## src/rtl/mem_stage.sv

```systemverilog
// ============================================================================
// Module   : mem_stage
// Brief    : RISC-V MEM stage; loads/stores as byte sequences on a req/ack port
// Revision : 1.0
// ============================================================================
`default_nettype none

module mem_stage #(
  parameter int ADDR_W = 32
) (
  input  logic              clk,
  input  logic              rst,
  input  logic [4:0]        ex_wd,
  input  logic              ex_wreg,
  input  logic [31:0]       ex_wdata,
  input  logic              ex_is_load,
  input  logic              ex_is_store,
  input  logic [2:0]        ex_funct3,
  input  logic [31:0]       ex_addr,
  input  logic [31:0]       ex_sdata,
  output logic [4:0]        mem_wd,
  output logic              mem_wreg,
  output logic [31:0]       mem_wdata,
  output logic              stallreq,
  output logic              ram_req,
  output logic              ram_we,
  output logic [ADDR_W-1:0] ram_addr,
  output logic [7:0]        ram_dout,
  input  logic [7:0]        ram_din,
  input  logic              ram_ack
);

  localparam logic [1:0] S_IDLE   = 2'd0;
  localparam logic [1:0] S_ACCESS = 2'd1;
  localparam logic [1:0] S_DONE   = 2'd2;

  logic [1:0]        r_state;
  logic [1:0]        w_next_state;
  logic [1:0]        r_idx;
  logic [31:0]       r_buf;
  logic              r_req;
  logic              r_we;
  logic [ADDR_W-1:0] r_addr;
  logic [7:0]        r_dout;

  logic              w_legal;
  logic [1:0]        w_last_idx;
  logic              w_mem_op;
  logic              w_last;
  logic [1:0]        w_next_idx;
  logic [31:0]       w_load_val;

  always_comb begin
    w_legal    = 1'b1;
    w_last_idx = 2'd0;
    case (ex_funct3)
      3'b000, 3'b100: w_last_idx = 2'd0;
      3'b001, 3'b101: w_last_idx = 2'd1;
      3'b010:         w_last_idx = 2'd3;
      default:        w_legal    = 1'b0;
    endcase
  end

  assign w_mem_op   = (ex_is_load | ex_is_store) & w_legal;
  assign w_last     = (r_idx == w_last_idx);
  assign w_next_idx = r_idx + 2'd1;

  // State register
  always_ff @(posedge clk or negedge rst) begin
    if (!rst) r_state <= S_IDLE;
    else      r_state <= w_next_state;
  end

  // Next-state logic
  always_comb begin
    w_next_state = r_state;
    case (r_state)
      S_IDLE:   if (w_mem_op) w_next_state = S_ACCESS;
      S_ACCESS: if (ram_ack && w_last) w_next_state = S_DONE;
      S_DONE:   w_next_state = S_IDLE;
      default:  w_next_state = S_IDLE;
    endcase
  end

  // Byte-transaction datapath; the next byte is presented right after an ack
  always_ff @(posedge clk or negedge rst) begin
    if (!rst) begin
      r_idx  <= 2'd0;
      r_buf  <= 32'd0;
      r_req  <= 1'b0;
      r_we   <= 1'b0;
      r_addr <= '0;
      r_dout <= 8'd0;
    end else begin
      case (r_state)
        S_IDLE: begin
          if (w_mem_op) begin
            r_idx  <= 2'd0;
            r_req  <= 1'b1;
            r_we   <= ex_is_store;
            r_addr <= ex_addr[ADDR_W-1:0];
            r_dout <= ex_sdata[7:0];
          end
        end
        S_ACCESS: begin
          if (ram_ack) begin
            if (ex_is_load) r_buf[8*r_idx +: 8] <= ram_din;
            if (w_last) begin
              r_req <= 1'b0;
            end else begin
              r_idx  <= w_next_idx;
              r_addr <= ex_addr[ADDR_W-1:0] + ADDR_W'(w_next_idx);
              r_dout <= ex_sdata[8*w_next_idx +: 8];
            end
          end
        end
        default: ;
      endcase
    end
  end

  assign ram_req  = r_req;
  assign ram_we   = r_we;
  assign ram_addr = r_addr;
  assign ram_dout = r_dout;

  always_comb begin
    w_load_val = r_buf;
    case (ex_funct3)
      3'b000:  w_load_val = {{24{r_buf[7]}}, r_buf[7:0]};
      3'b100:  w_load_val = {24'd0, r_buf[7:0]};
      3'b001:  w_load_val = {{16{r_buf[15]}}, r_buf[15:0]};
      3'b101:  w_load_val = {16'd0, r_buf[15:0]};
      default: w_load_val = r_buf;
    endcase
  end

  // Output logic; reset forces the write-back triple to a bubble
  always_comb begin
    mem_wd    = ex_wd;
    mem_wreg  = ex_wreg;
    mem_wdata = ex_wdata;
    stallreq  = 1'b0;
    if (!rst) begin
      mem_wd    = 5'd0;
      mem_wreg  = 1'b0;
      mem_wdata = 32'd0;
    end else begin
      case (r_state)
        S_IDLE: begin
          if (w_mem_op) begin
            stallreq = 1'b1;
            mem_wreg = 1'b0;
          end else if (ex_is_load | ex_is_store) begin
            mem_wdata = 32'd0;
          end
        end
        S_ACCESS: begin
          stallreq = 1'b1;
          mem_wreg = 1'b0;
        end
        S_DONE: begin
          if (ex_is_load && !ex_is_store) mem_wdata = w_load_val;
        end
        default: ;
      endcase
    end
  end

endmodule

`default_nettype wire

```

## config.mk

```make
export PLATFORM = sky130hd
export DESIGN_NAME = mem_stage
export DESIGN_NICKNAME = d
export VERILOG_FILES = /design/src/rtl/mem_stage.sv
export SDC_FILE = /design/constraint.sdc
export NUM_CORES = 1
export LEC_CHECK = 0
export ABC_CLOCK_PERIOD_IN_PS = 2400
export BUFFER_PORTS_ARGS = -buffer_cell sky130_fd_sc_hd__buf_2
export CAP_MARGIN = 20
export CORE_ASPECT_RATIO = 1.2
export CORE_UTILIZATION = 45
export CTS_BUF_LIST = sky130_fd_sc_hd__clkbuf_8
export DETAILED_ROUTE_END_ITERATION = 6
export PLACE_DENSITY = 0.77
export SYNTH_ARGS = -nofsm -noshare
export SYNTH_HDL_FRONTEND = slang
export SYNTH_SLANG_ARGS = --single-unit
```

## constraint.sdc

```tcl
create_clock -name clk -period 2.4 [get_ports clk]
set_input_delay 0.48 -clock clk [delete_from_list [all_inputs] [get_ports clk]]
set_output_delay 0.48 -clock clk [all_outputs]
set_load 0.01 [all_outputs]
```

==> results of run 1 <==
[flip-flops by register name, summed over array words and instances, names as in the netlist]
signal and count:
r_buf 32, ram_req 1, ram_dout 8, ram_addr 32, r_idx 2, r_state 2
ram_we 1
[kinds of logic after synthesis]
logic type               count (synthesis)  share of synthesized area, %
multiplexers                             9                          2.03
AO/OA/AOI/OAI                          168                          20.7
AND/OR/NAND/NOR                        247                          23.7
buffers and inverters                   40                          4.74
adder cells (fa/ha/maj)                  8                          2.26
flip-flops                              78                          41.1
XOR/XNOR                                30                          5.53
[per-stage QoR]
step / power, uW / instance area, um2
finish: 5930 / 6300
CTS: 5950 / 6190
global placement: 4950 / 6000
detailed placement: 5050 / 6000
floorplan: 3900 / 4750
global route: 6420 / 6300
[per-layer routing]
layer	routed length [um]	GRT usage [%]
met3	928	5.91
met1	5240	27.7
met4	257	8.66
met5	0	0
met2	6730	43.2
[what timing repair did]
| item | CTS | global route |
|---|---|---|
| cloned | 0 | 1 |
| buffers inserted | 0 | 7 |
| setup endpoints to repair | 18 | 35 |
| resized for setup | 2 | 4 |
| hold endpoints to repair | 3 | 0 |
| hold buffers | 1 | 0 |
| pin swaps | 0 | 2 |
[power by group]
part           internal, uW  switching [uW]  total, uW
Combinational          1240            1700       2930
Clock                   423             452        875
Sequential             1830             292       2120
Total                  3490            2440       5930
[synthesized netlist by cell type (2+ instances only)]
cell	instances
nand2_1	157
dfrtp_1	78
o21ai_0	55
o21ai_1	37
a21oi_1	36
xor2_1	25
nor2_1	21
o21ai_2	15
nand3_1	14
nand4_1	14
buf_2	13
and3_1	11
buf_4	11
a21oi_2	10
nor3_1	9
ha_1	7
o22ai_1	7
and2_1	6
inv_1	5
mux2_2	5
xnor2_1	5
clkbuf_1	4
mux2i_1	4
a31oi_1	2
and2b_1	2
buf_1	2
clkinv_1	2
nand3b_1	2
[path summary, 6_finish.rpt]
path                                            endpoint                   start  slack [ns]  cells after the start
worst max-delay path                       mem_wdata[28]  r_state[1]$_DFFE_PN0P_        0.11                      7
worst min-delay path              r_state[0]$_DFFE_PN0P_                 ram_ack        0.37                      2
worst max register to register  ram_addr[31]$_DFFE_PN0P_    r_idx[0]$_DFFE_PN0P_        0.19                      9
worst min register to register     r_buf[10]$_DFFE_PN0P_   r_buf[10]$_DFFE_PN0P_        0.48                      2
max in group asynchronous         r_state[1]$_DFFE_PN0P_                     rst        1.00                      3
min in group asynchronous        ram_dout[5]$_DFFE_PN0P_                     rst        0.51                      2
[cell type report]
cell class / count / area share [%]
clock buffers: 11 / 2.40
clock inverters: 5 / 0.417
inverters: 8 / 0.556
multi-input cells: 462 / 41.4
flip-flops and latches: 78 / 31.0
well taps: 126 / 2.50
repair buffers: 235 / 21.7
==> results.txt, run 1 <==
- Once detail routing completed, the nets flagged for antenna violations numbered 0.
- After technology mapping, the gate count stands at 580.
* Number of inserted diodes: 0
- Required time of the critical path: 1.92 ns
- Worst path buffer plus inverter count: 2
- Clock latency on the worst-skew pair, taken at its later pin, is 0.35 ns.
- TritonCTS clock tree: yes
* Wire length of the first global-routing pass: 20.4 mm
- Series of cell instances along the critical path: and2b_1 > and3b_1 > and2_4 > buf_12 > o21ai_2 > a21oi_2 > buf_2
* Timing-limited maximum frequency: 0.436 GHz
- Endpoint type of the worst setup path: primary output
- The sequential cells in the finished layout cover a total of 1950 um2.
* Time the final worst path needs with I/O delays and setup: 2.29 ns
- The slowest stage of the critical path belongs to the cell dfrtp_2.
- Die X-Extent: 95.8 um
* Dominant synthesized flop cell: dfrtp_1
- Data arrival time of the critical path: 1.81 ns
- The routed design has 13.2 mm of wire.
- In the final design database the tool counted 920 nets.
- The flow ran to the end, and the final reports show no timing, DRC or antenna violations.
- For this run, the slowest stage of the critical path takes 0.39 ns.
- Global routing used 24.2% of the available tracks.
* Chip height: 115 um
* H-tree depth: 3
* Clock skew: 0.00844 ns
* Area fraction of the dominant cell type after synthesis: 41.1%
* Clock Root Buffer: clkbuf_8
* Number of global-route vias before repair: 4427
- CTS sink cnt: 78
* Clock transition at path regs: 0.07 ns
* Reported max-cap violation count: 0
- Once layout is complete, the cells apart from fillers number 925.
- IR Drop Worst-Case VDD: 644 uV
- Timing analysis after detailed placement gives a worst setup slack of -0.111 ns.
- The total area inside the core boundary comes to 10200 um2.
- The synthesized design contains 0 enable-type register cells.
- After detailed routing, the number of vias per cell comes to 5.21.
- Clock buffer count from CTS: 9
* Congestion Overflow GR: 0
* Nature of the critical path startpoint: register
- Area of the die: 11000 um2
* Async set-or-reset flop fraction in the synthesized netlist: 100%
- The min-delay analysis places its worst path in the category input pin to register.
- Setup total negative slack on the finished layout was measured at 0 ns.
- Final Hold Slack: 0.368 ns
- Cells with a size suffix above 1 make up 36.2% of the layout.
* Kind of critical path: register to primary output
* Avg WL per Cell: 14.2 um
- The final critical path takes up 95.5% of the cycle.
- In this run the mean area of a mapped cell was 8.20 um2.
- Port Buffers: 198
- Antenna violations before repair: 0
* Yosys warns: 0
- DR pass1 iterations: 4
- For this block, the initial DRC count from the detailed router was 180.
- The largest total area in the synthesized netlist belongs to dfrtp_1.
* Power Density: 941 nW/um2
- The cell area that synthesis handed to floorplanning was 4750 um2.
- P_leak: 0.00306 uW
- Largest net degree at the start of global routing: 53
- Initial Utilization: 46.8%
* Finished Core Util: 62.0%
- Multi-input gate area in the final layout: 2610 um2
* Setup violation total in the final timing report: 0
- Detailed placement finished with a half-perimeter wire length of 10.3 mm.
- Number of failing hold endpoints at the final stage: 0
- Number of core rows: 40
* Peak fanout along the critical path: 12
- After filler insertion, the fill cell instance count of the layout stands at 920.
- # IOs: 199
- The library cells used most frequently in the layout, excluding fill and tap cells, are buf_2 (198), nand2_1 (157), dfrtp_1 (77).
* Instance count after placement with tap cells included: 900
- CP delay by family, top: simple AND/OR/NAND/NOR gates
* Synthesis-stage register bit count: 78
- The congestion estimate from routability-driven global placement came to 0.847.
- Syn-to-layout area delta: 32.5%
* Library cells used by synthesis: 49
* Remaining design rule violation count: 0
* Most common cell after layout, fill and taps aside: buf_2
* Max-slew violation count: 0
- Syn_nets: 706
- Via count: 4819
* Worst slew margin relative to its limit: 56.5%
* Final worst slack: 0.108 ns
- By area the synthesized netlist is led by dfrtp_1 (41%), nand2_1 (12%), o21ai_0 (5.8%).
- Counting along the longest clock path gives a buffer depth of 2.
- Sequential cell area fraction in the yosys report: 41.1%
- Pin slew with the least headroom to its limit: 0.652 ns
No activity file was read; power rests on OpenSTA's default activity.
==> run 2, diff against run 1 <==
--- a/config.mk
+++ b/config.mk
@@ -8,7 +8,7 @@
 export ABC_CLOCK_PERIOD_IN_PS = 2400
 export BUFFER_PORTS_ARGS = -buffer_cell sky130_fd_sc_hd__buf_2
 export CAP_MARGIN = 20
-export CORE_ASPECT_RATIO = 1.2
+export CORE_ASPECT_RATIO = 1.75
 export CORE_UTILIZATION = 45
 export CTS_BUF_LIST = sky130_fd_sc_hd__clkbuf_8
 export DETAILED_ROUTE_END_ITERATION = 6
==> run 2 against run 1 <==
Effect of this change:
- sequential power is essentially flat
- global-route usage grew 0.71 points
- sequential cell count is the same
- routed wire length grew 3.2%
- combinational power is essentially flat
- setup slack lost 0.012 ns
- via count grew 0.93%
- non-clock buffer count shrank 7
- sequential share of layout area is essentially flat
- maximum frequency shrank 0.52%
- critical path type is now register to register
- highest routed layer unchanged
==> results.txt, run 2 (same netlist as run 1, synthesis figures left out) <==
* Run status: finished, final reports clean (unchanged)
- The transition time at the pin with the least slew margin was 0.583 ns (was 0.652 ns).
- Endpoint type of the worst setup path: register (was primary output)
- Clock transition at path regs: 0.08 ns (was 0.07 ns)
* Worst slew margin relative to its limit: 61.1% (was 56.5%)
- The data arrival time of the critical path came to 2.54 ns (was 1.81 ns).
* Worst path buffer plus inverter count: 3 (was 2)
- Post-DP HPWL: 10.7 mm (was 10.3 mm)
* Cell with the largest stage delay on the worst path: fa_1 (was dfrtp_2)
- The worst-path maximum fanout came to 11 (was 12).
- The count of standard-cell rows came to 49 (was 40).
- Die X-Extent: 79.7 um (was 95.8 um)
* Kind of critical path: register to register (was register to primary output)
* Initial Utilization: 46.1% (was 46.8%)
* Required time of the critical path: 2.64 ns (was 1.92 ns)
- The iteration count of the initial detailed-routing pass is 5 (was 4).
- The cell chosen for the clock root is clkbuf_8 (unchanged).
- The core box area was 10300 um2 (was 10200 um2).
- Kind of path behind the tightest hold check: input pin to asynchronous set/reset pin (was input pin to register)
- The largest clock skew in the final design came to 0.00674 ns (was 0.00844 ns).
- Crit path from: r_idx[0]$_DFFE_PN0P_ (was r_state[1]$_DFFE_PN0P_)
- Unrepaired setup endpoints after global routing: no
- The overall track demand over capacity in global routing was 24.9% (was 24.2%).
* Congestion Overflow GR: 0 (unchanged)
* Reported max-cap violation count: 0 (unchanged)
* Port Buffers: 198 (unchanged)
* Number of logic stages on the critical path including buffering: 10 (was 7)
* Wire length of the first global-routing pass: 21.0 mm (was 20.4 mm)
- The later-pin clock latency in the skew report was 0.36 ns (was 0.35 ns).
- Largest stage delay on the critical path: 0.42 ns (was 0.39 ns)
* Most common cell after layout, fill and taps aside: buf_2 (unchanged)
- The power per cell area is 1000 nW/um2 (was 941 nW/um2).
- The clock buffer count from CTS came to 9 (unchanged).
* TritonCTS clock tree: yes (unchanged)
* Violation count after the first detailed-route iteration: 177 (was 180)
- The hold violation count in the final report was 0 (unchanged).
- The reg-to-reg startpoint is r_idx[0]$_DFFE_PN0P_ (unchanged).
- The number of remaining DRC errors is 0 (unchanged).
* Nature of the critical path startpoint: register (unchanged)
- The number of cells on the worst reg-to-reg path is 10 (was 9).
- The die footprint came to 11000 um2 (about the same).
- Finished Core Util: 61.1% (was 62.0%)
* Worst r2r dst: ram_addr[12]$_DFFE_PN0P_ (was ram_addr[31]$_DFFE_PN0P_)
* # IOs: 199 (unchanged)
* Final Cycle Share: 96.0% (was 95.5%)
- The total number of H-tree levels came to 3 (unchanged).
* CP delay by family, top: adder cells (was simple AND/OR/NAND/NOR gates)
* CTS sink cnt: 78 (unchanged)
- The fraction of final layout cells sized beyond drive strength 1 is 35.9% (was 36.2%).
- The average routed wire per standard cell is 14.8 um (was 14.2 um).
* Number of global-route vias before repair: 4560 (was 4427)
- Setup total negative slack: 0 ns (unchanged)
* Antenna violations before repair: 0 (unchanged)
* Chip height: 138 um (was 115 um)
* Commonest non-fill, non-tap cells in the layout: buf_2 (197), nand2_1 (157), dfrtp_1 (77) (was buf_2 (198), nand2_1 (157), dfrtp_1 (77))
- The filler cell count in the final layout is 930 (was 920).
- IR Drop Worst-Case VDD: 680 uV (was 644 uV)
* Timing-limited maximum frequency: 0.434 GHz (was 0.436 GHz)
- WL final: 13.6 mm (was 13.2 mm)
- Number of inserted diodes: 0 (unchanged)
- The number of nets at the end of the flow is 914 (was 920).
- P_leak: 0.00305 uW (was 0.00306 uW)
* Average vias per placed instance: 5.29 (was 5.21)
* Max-slew violation count: 0 (unchanged)
- Final weighted congestion of routability-driven global placement: 0.849 (was 0.847)
* Via count: 4864 (was 4819)
- End of the critical path: ram_addr[12]$_DFFE_PN0P_ (was mem_wdata[28])
- The area growth from synthesis to final layout was 32.5% (about the same).
- The maximum number of pins on one net before global-route repair was 48 (was 53).
- Series of cell instances along the critical path: clkinv_2 > ha_1 > fa_1 > and4b_1 > nor3b_4 > buf_12 > buf_4 > nand3_1 > xor2_1 > o21ai_1 (was and2b_1 > and3b_1 > and2_4 > buf_12 > o21ai_2 > a21oi_2 > buf_2).
* Setup violation total in the final timing report: 0 (unchanged)
- Setup slack of the worst register-to-register path: 0.1 ns (was 0.19 ns)
- Count of nets left with antenna violations after detail routing: 0 (unchanged)
- Time the final worst path needs with I/O delays and setup: 2.30 ns (was 2.29 ns)
* Buffer levels on the longest clock path: 2 (unchanged)
## run 2: cell count changes in the layout (fill, tap and decap cells not counted), moves of 2 or more
cell | previous run | this run
o21ai_0 | 55 | 53
inv_1 | 7 | 5
bufinv_16 | 0 | 4
o21ai_1 | 37 | 39
buf_6 | 2 | 0
buf_12 | 7 | 4
## run 2: worst min path at each step
stage               slack [ns]  startpoint  depth (start not counted)                       to
floorplan                 0.18         rst                          0     r_buf[0]$_DFFE_PN0P_
global placement          0.31         rst                          1    r_buf[16]$_DFFE_PN0P_
detailed placement        0.31         rst                          1    r_buf[16]$_DFFE_PN0P_
CTS                       0.19         rst                          2  ram_dout[4]$_DFFE_PN0P_
global route              0.21         rst                          2  ram_dout[4]$_DFFE_PN0P_
finish                    0.20         rst                          2  ram_addr[7]$_DFFE_PN0P_
## run 2: worst reg2reg max path: stages (launching register included)
cell	delay [ns]
dfrtp_1	0.37
clkinv_2	0.09
ha_1	0.35
fa_1	0.42
and4b_1	0.22
nor3b_4	0.16
buf_12	0.15
buf_4	0.14
nand3_1	0.09
xor2_1	0.15
o21ai_1	0.07
## run 2: layer usage
metal | share of wire [%] | GRT usage, % | vias to the layer above | wire [um]
li1 | - | - | 2405 | -
met3 | 6.5 | 5.59 | 26 | 885
met5 | 0 | 0 | - | 0
met2 | 55 | 47.8 | 202 | 7480
met4 | 2.1 | 9.29 | 0 | 290
met1 | 36 | 25.7 | 2231 | 4910
## run 2: where the power goes
group	internal, uW	switching (uW)	total (uW)
combinational	1190	1710	2900
sequential	1830	290	2120
clock	822	484	1310
## run 2: final cells by class
class                           count  area, um2  area share [%]
Multi-Input combinational cell    463       2610            41.5
Clock inverter                      6        133            2.11
Tap cell                          127        159            2.52
Inverter                            8       31.3           0.497
Sequential cell                    78       1950            31.0
Timing Repair Buffer              228       1270            20.2
Clock buffer                       10        138            2.19
## run 2: timing repair
item | CTS | global route
pin swaps | 0 | 0
gates cloned | 0 | 1
hold buffers | 1 | 0
gates resized for setup | 2 | 5
endpoints found under the setup margin | 18 | 25
setup buffers | 0 | 3
hold endpoints to repair | 1 | 0
## run 2: stage by stage
stage / area, um2 / setup slack (ns) / cells / power, uW / hold slack (ns)
6_report: 6300 / 0.0959 / 920 / 6320 / 0.196
5_1_grt: 6300 / 0.00177 / 920 / 6820 / 0.205
4_1_cts: 6250 / 0.0210 / 916 / 6360 / 0.186
3_5_place_dp: 5960 / -0.0799 / 899 / 5040 / 0.306
3_3_place_gp: 5960 / -0.0276 / 899 / 4920 / 0.311
2_1_floorplan: 4750 / 0.0483 / 580 / 3900 / 0.184
==> run 3, diff against run 2 <==
--- a/config.mk
+++ b/config.mk
@@ -9,10 +9,9 @@
 export BUFFER_PORTS_ARGS = -buffer_cell sky130_fd_sc_hd__buf_2
 export CAP_MARGIN = 20
 export CORE_ASPECT_RATIO = 1.75
-export CORE_UTILIZATION = 45
-export CTS_BUF_LIST = sky130_fd_sc_hd__clkbuf_8
+export CORE_UTILIZATION = 44
 export DETAILED_ROUTE_END_ITERATION = 6
-export PLACE_DENSITY = 0.77
+export PLACE_DENSITY = 0.75
 export SYNTH_ARGS = -nofsm -noshare
 export SYNTH_HDL_FRONTEND = slang
 export SYNTH_SLANG_ARGS = --single-unit
==> run 3 against run 2 <==
Effect of this change:
- cell area up 1.8%
- sequential power about the same
- critical path depth down 4
- global-route usage about the same
- critical path type is now register to primary output
- non-clock buffer count up 2
- sequential cell count unchanged
- worst hold slack better by 0.00083 ns
- clock power up 21%
==> results.txt, run 3 (same netlist as run 1, synthesis figures left out) <==
- Run status: finished, final reports clean (unchanged).
- Nature of the critical path startpoint: register (unchanged)
- The worst-path maximum fanout came to 10 (was 11).
* Required time of the critical path: 1.92 ns (was 2.64 ns)
* Chip height: 139 um (was 138 um)
- The later-pin clock latency in the skew report came to 0.34 ns (was 0.36 ns).
- The half-perimeter wire length after placement was 10.8 mm (was 10.7 mm).
* # IOs: 199 (unchanged)
* Clock transition at path regs: 0.06 ns (was 0.08 ns)
* Total Power: 6630 uW (was 6320 uW)
* Largest net degree at the start of global routing: 48 (unchanged)
* Port Buffers: 198 (unchanged)
- The die footprint was 11200 um2 (was 11000 um2).
- The transition time at the pin with the least slew margin came to 0.587 ns (was 0.583 ns).
- Kind of path behind the tightest hold check: input pin to asynchronous set/reset pin (unchanged)
- The static power due to leakage was 0.00310 uW (was 0.00305 uW).
- WL final: 13.7 mm (was 13.6 mm)
- The core box area is 10400 um2 (was 10300 um2).
- The global-route wire length before repair came to 21.5 mm (was 21.0 mm).
- Number of buffers inserted for hold repair after clock tree synthesis: 0 (was 1)
* CP delay by family, top: simple AND/OR/NAND/NOR gates (was adder cells)
- The most common cell after layout, fill and taps aside is buf_2 (unchanged).
- The peak ir drop on the vdd network came to 585 uV (was 680 uV).
* Setup slack of the worst register-to-register path: 0.21 ns (was 0.1 ns)
* Remaining design rule violation count: 0 (unchanged)
* Portion of total power attributed to sequential cells: 32.0% (was 33.5%)
* Via count: 4811 (was 4864)
- Largest stage delay on the critical path: 0.47 ns (was 0.42 ns)
- Switching power: 2560 uW (was 2480 uW)
* Cell with the largest stage delay on the worst path: dfrtp_1 (was fa_1)
- CTS sink cnt: 78 (unchanged)
- The overall track demand over capacity in global routing was 24.9% (about the same).
- Clock buffer count from CTS: 9 (unchanged)
- Final Cycle Share: 93.5% (was 96.0%)
* Final Hold Slack: 0.197 ns (was 0.196 ns)
- The cell chosen for the clock root is clkbuf_16 (was clkbuf_8).
- Series of cell instances along the critical path: and3b_1 > and2_4 > buf_12 > o21ai_2 > a21oi_2 > buf_2 (was clkinv_2 > ha_1 > fa_1 > and4b_1 > nor3b_4 > buf_12 > buf_4 > nand3_1 > xor2_1 > o21ai_1)
* Layout cell share with drive strength beyond 1: 36.0% (was 35.9%)
* Number of core rows: 49 (unchanged)
* Clock skew: 0.00763 ns (was 0.00674 ns)
- Unrepaired setup endpoints after global routing: no (unchanged).
- Reported max-cap violation count: 0 (unchanged)
- The final count of pins violating max slew was 0 (unchanged).
- The timing-limited maximum frequency was 0.446 GHz (was 0.434 GHz).
* Number of global-route vias before repair: 4645 (was 4560)
* Power Density: 1030 nW/um2 (was 1000 nW/um2)
* Commonest non-fill, non-tap cells in the layout: buf_2 (198), nand2_1 (157), dfrtp_1 (77) (was buf_2 (197), nand2_1 (157), dfrtp_1 (77))
* Violation count after the first detailed-route iteration: 150 (was 177)
* Buffer levels on the longest clock path: 2 (unchanged)
- The number of setup violations in the final report was 0 (unchanged).
- Time the final worst path needs with I/O delays and setup: 2.24 ns (was 2.30 ns)
* Kind of critical path: register to primary output (was register to register)
- DR pass1 iterations: 4 (was 5)
* Crit path from: r_state[0]$_DFFE_PN0P_ (was r_idx[0]$_DFFE_PN0P_)
- The reg-to-reg startpoint is r_idx[0]$_DFFE_PN0P_ (unchanged).
- H-tree depth: 3 (unchanged)
- The number of nets at the end of the flow is 915 (was 914).
- The max-slew headroom at the worst pin is 60.9% (was 61.1%).
- The data arrival time of the critical path was 1.76 ns (was 2.54 ns).
- Count of nets left with antenna violations after detail routing: 0 (unchanged)
* Final weighted congestion of routability-driven global placement: 0.867 (was 0.849)
- The initial core utilization came to 45.9% (was 46.1%).
* Worst path buffer plus inverter count: 2 (was 3)
* Die X-Extent: 80.6 um (was 79.7 um)
* Antenna violations before repair: 0 (unchanged)
- The average routed wire per standard cell came to 14.9 um (was 14.8 um).
- Syn-to-layout area delta: 34.9% (was 32.5%)
- Average vias per placed instance: 5.22 (was 5.29)
- The proportion of power drawn by combinational gates was 44.2% (was 45.8%).
* Endpoint type of the worst setup path: primary output (was register)
- The TritonCTS clock tree was yes (unchanged).
- The design internal power is 4070 uW (was 3840 uW).
* Number of inserted diodes: 0 (unchanged)
- Congestion Overflow GR: 0 (unchanged)
* Number of failing hold endpoints at the final stage: 0 (unchanged)
* Clk network pwr share: 23.8% (was 20.7%)
* Switching part of the total power: 38.6% (was 39.3%)
run 3: changes by cell type in the layout (fill, tap and decap cells not counted), sizes merged:
cell,change
clkinv,+2
dlygate4sd3,-1
bufinv,-1
buf,+3
clkinvlp,-1
and2,-1
run 3: cell type report:
class,instances,area [um2]
sequential,78,1950
inverter,8,31.3
fill,931,3950
tap,127,159
multi-input combinational,462,2610
timing repair buffer,230,1310
clock inverter,6,109
clock buffer,10,239
run 3: metrics by stage:
| step | worst slack, ns | utilization [%] | std cells | cell area [um2] | TNS, ns |
|---|---|---|---|---|---|
| final | 0.157 | 61.9 | 921 | 6410 | 0 |
| after global routing | 0.0309 | 61.9 | 921 | 6410 | 0 |
| after CTS | 0.0291 | 61.2 | 917 | 6340 | 0 |
| after detailed placement | -0.119 | 57.8 | 901 | 5990 | -0.961 |
| after global placement | -0.0312 | 57.8 | 901 | 5990 | -0.0802 |
| after floorplan | 0.0483 | - | 580 | 4750 | 0 |
run 3: final timing paths:
check | endpoint | cells after the start
setup / recovery | mem_wdata[30] | 6
setup reg to reg | ram_addr[21]$_DFFE_PN0P_ | 9
max in group asynchronous | r_state[1]$_DFFE_PN0P_ | 2
hold / removal | r_state[0]$_DFFE_PN0P_ | 2
hold reg to reg | r_buf[10]$_DFFE_PN0P_ | 2
min in group clk | r_state[0]$_DFFE_PN0P_ | 2
run 3: per-layer routing:
| metal | share of wire (%) | global-route usage (%) |
|---|---|---|
| met1 | 37 | 25.7 |
| met4 | 2.9 | 10.6 |
| met5 | 0 | 0 |
| met3 | 5.4 | 4.98 |
| met2 | 55 | 46.7 |
run 3: power groups by stage:
| stage | Clock, uW | Combinational [uW] | Sequential (uW) |
|---|---|---|---|
| after detailed placement | 0 | 2920 | 2140 |
| after floorplan | 0 | 1630 | 2270 |
| final | 1580 | 2930 | 2120 |
| after CTS | 1600 | 2930 | 2130 |
| after global placement | 0 | 2820 | 2120 |
| after global routing | 1640 | 3270 | 2180 |
run 3: timing repair:
item,4_1_cts,5_1_grt
gates resized for setup,2,2
pin swaps,0,2
endpoints found under the setup margin,13,24
setup buffers,0,3
gates cloned,0,1
run 3: worst register-to-register path, cell delays in order (launching register included):
cell      delay (ns)
dfrtp_1         0.38
clkinv_2        0.11
ha_4            0.27
ha_1            0.27
a21oi_1         0.13
nor4_4          0.30
buf_2           0.25
nand3_1         0.11
xor2_1          0.17
o21ai_1         0.12
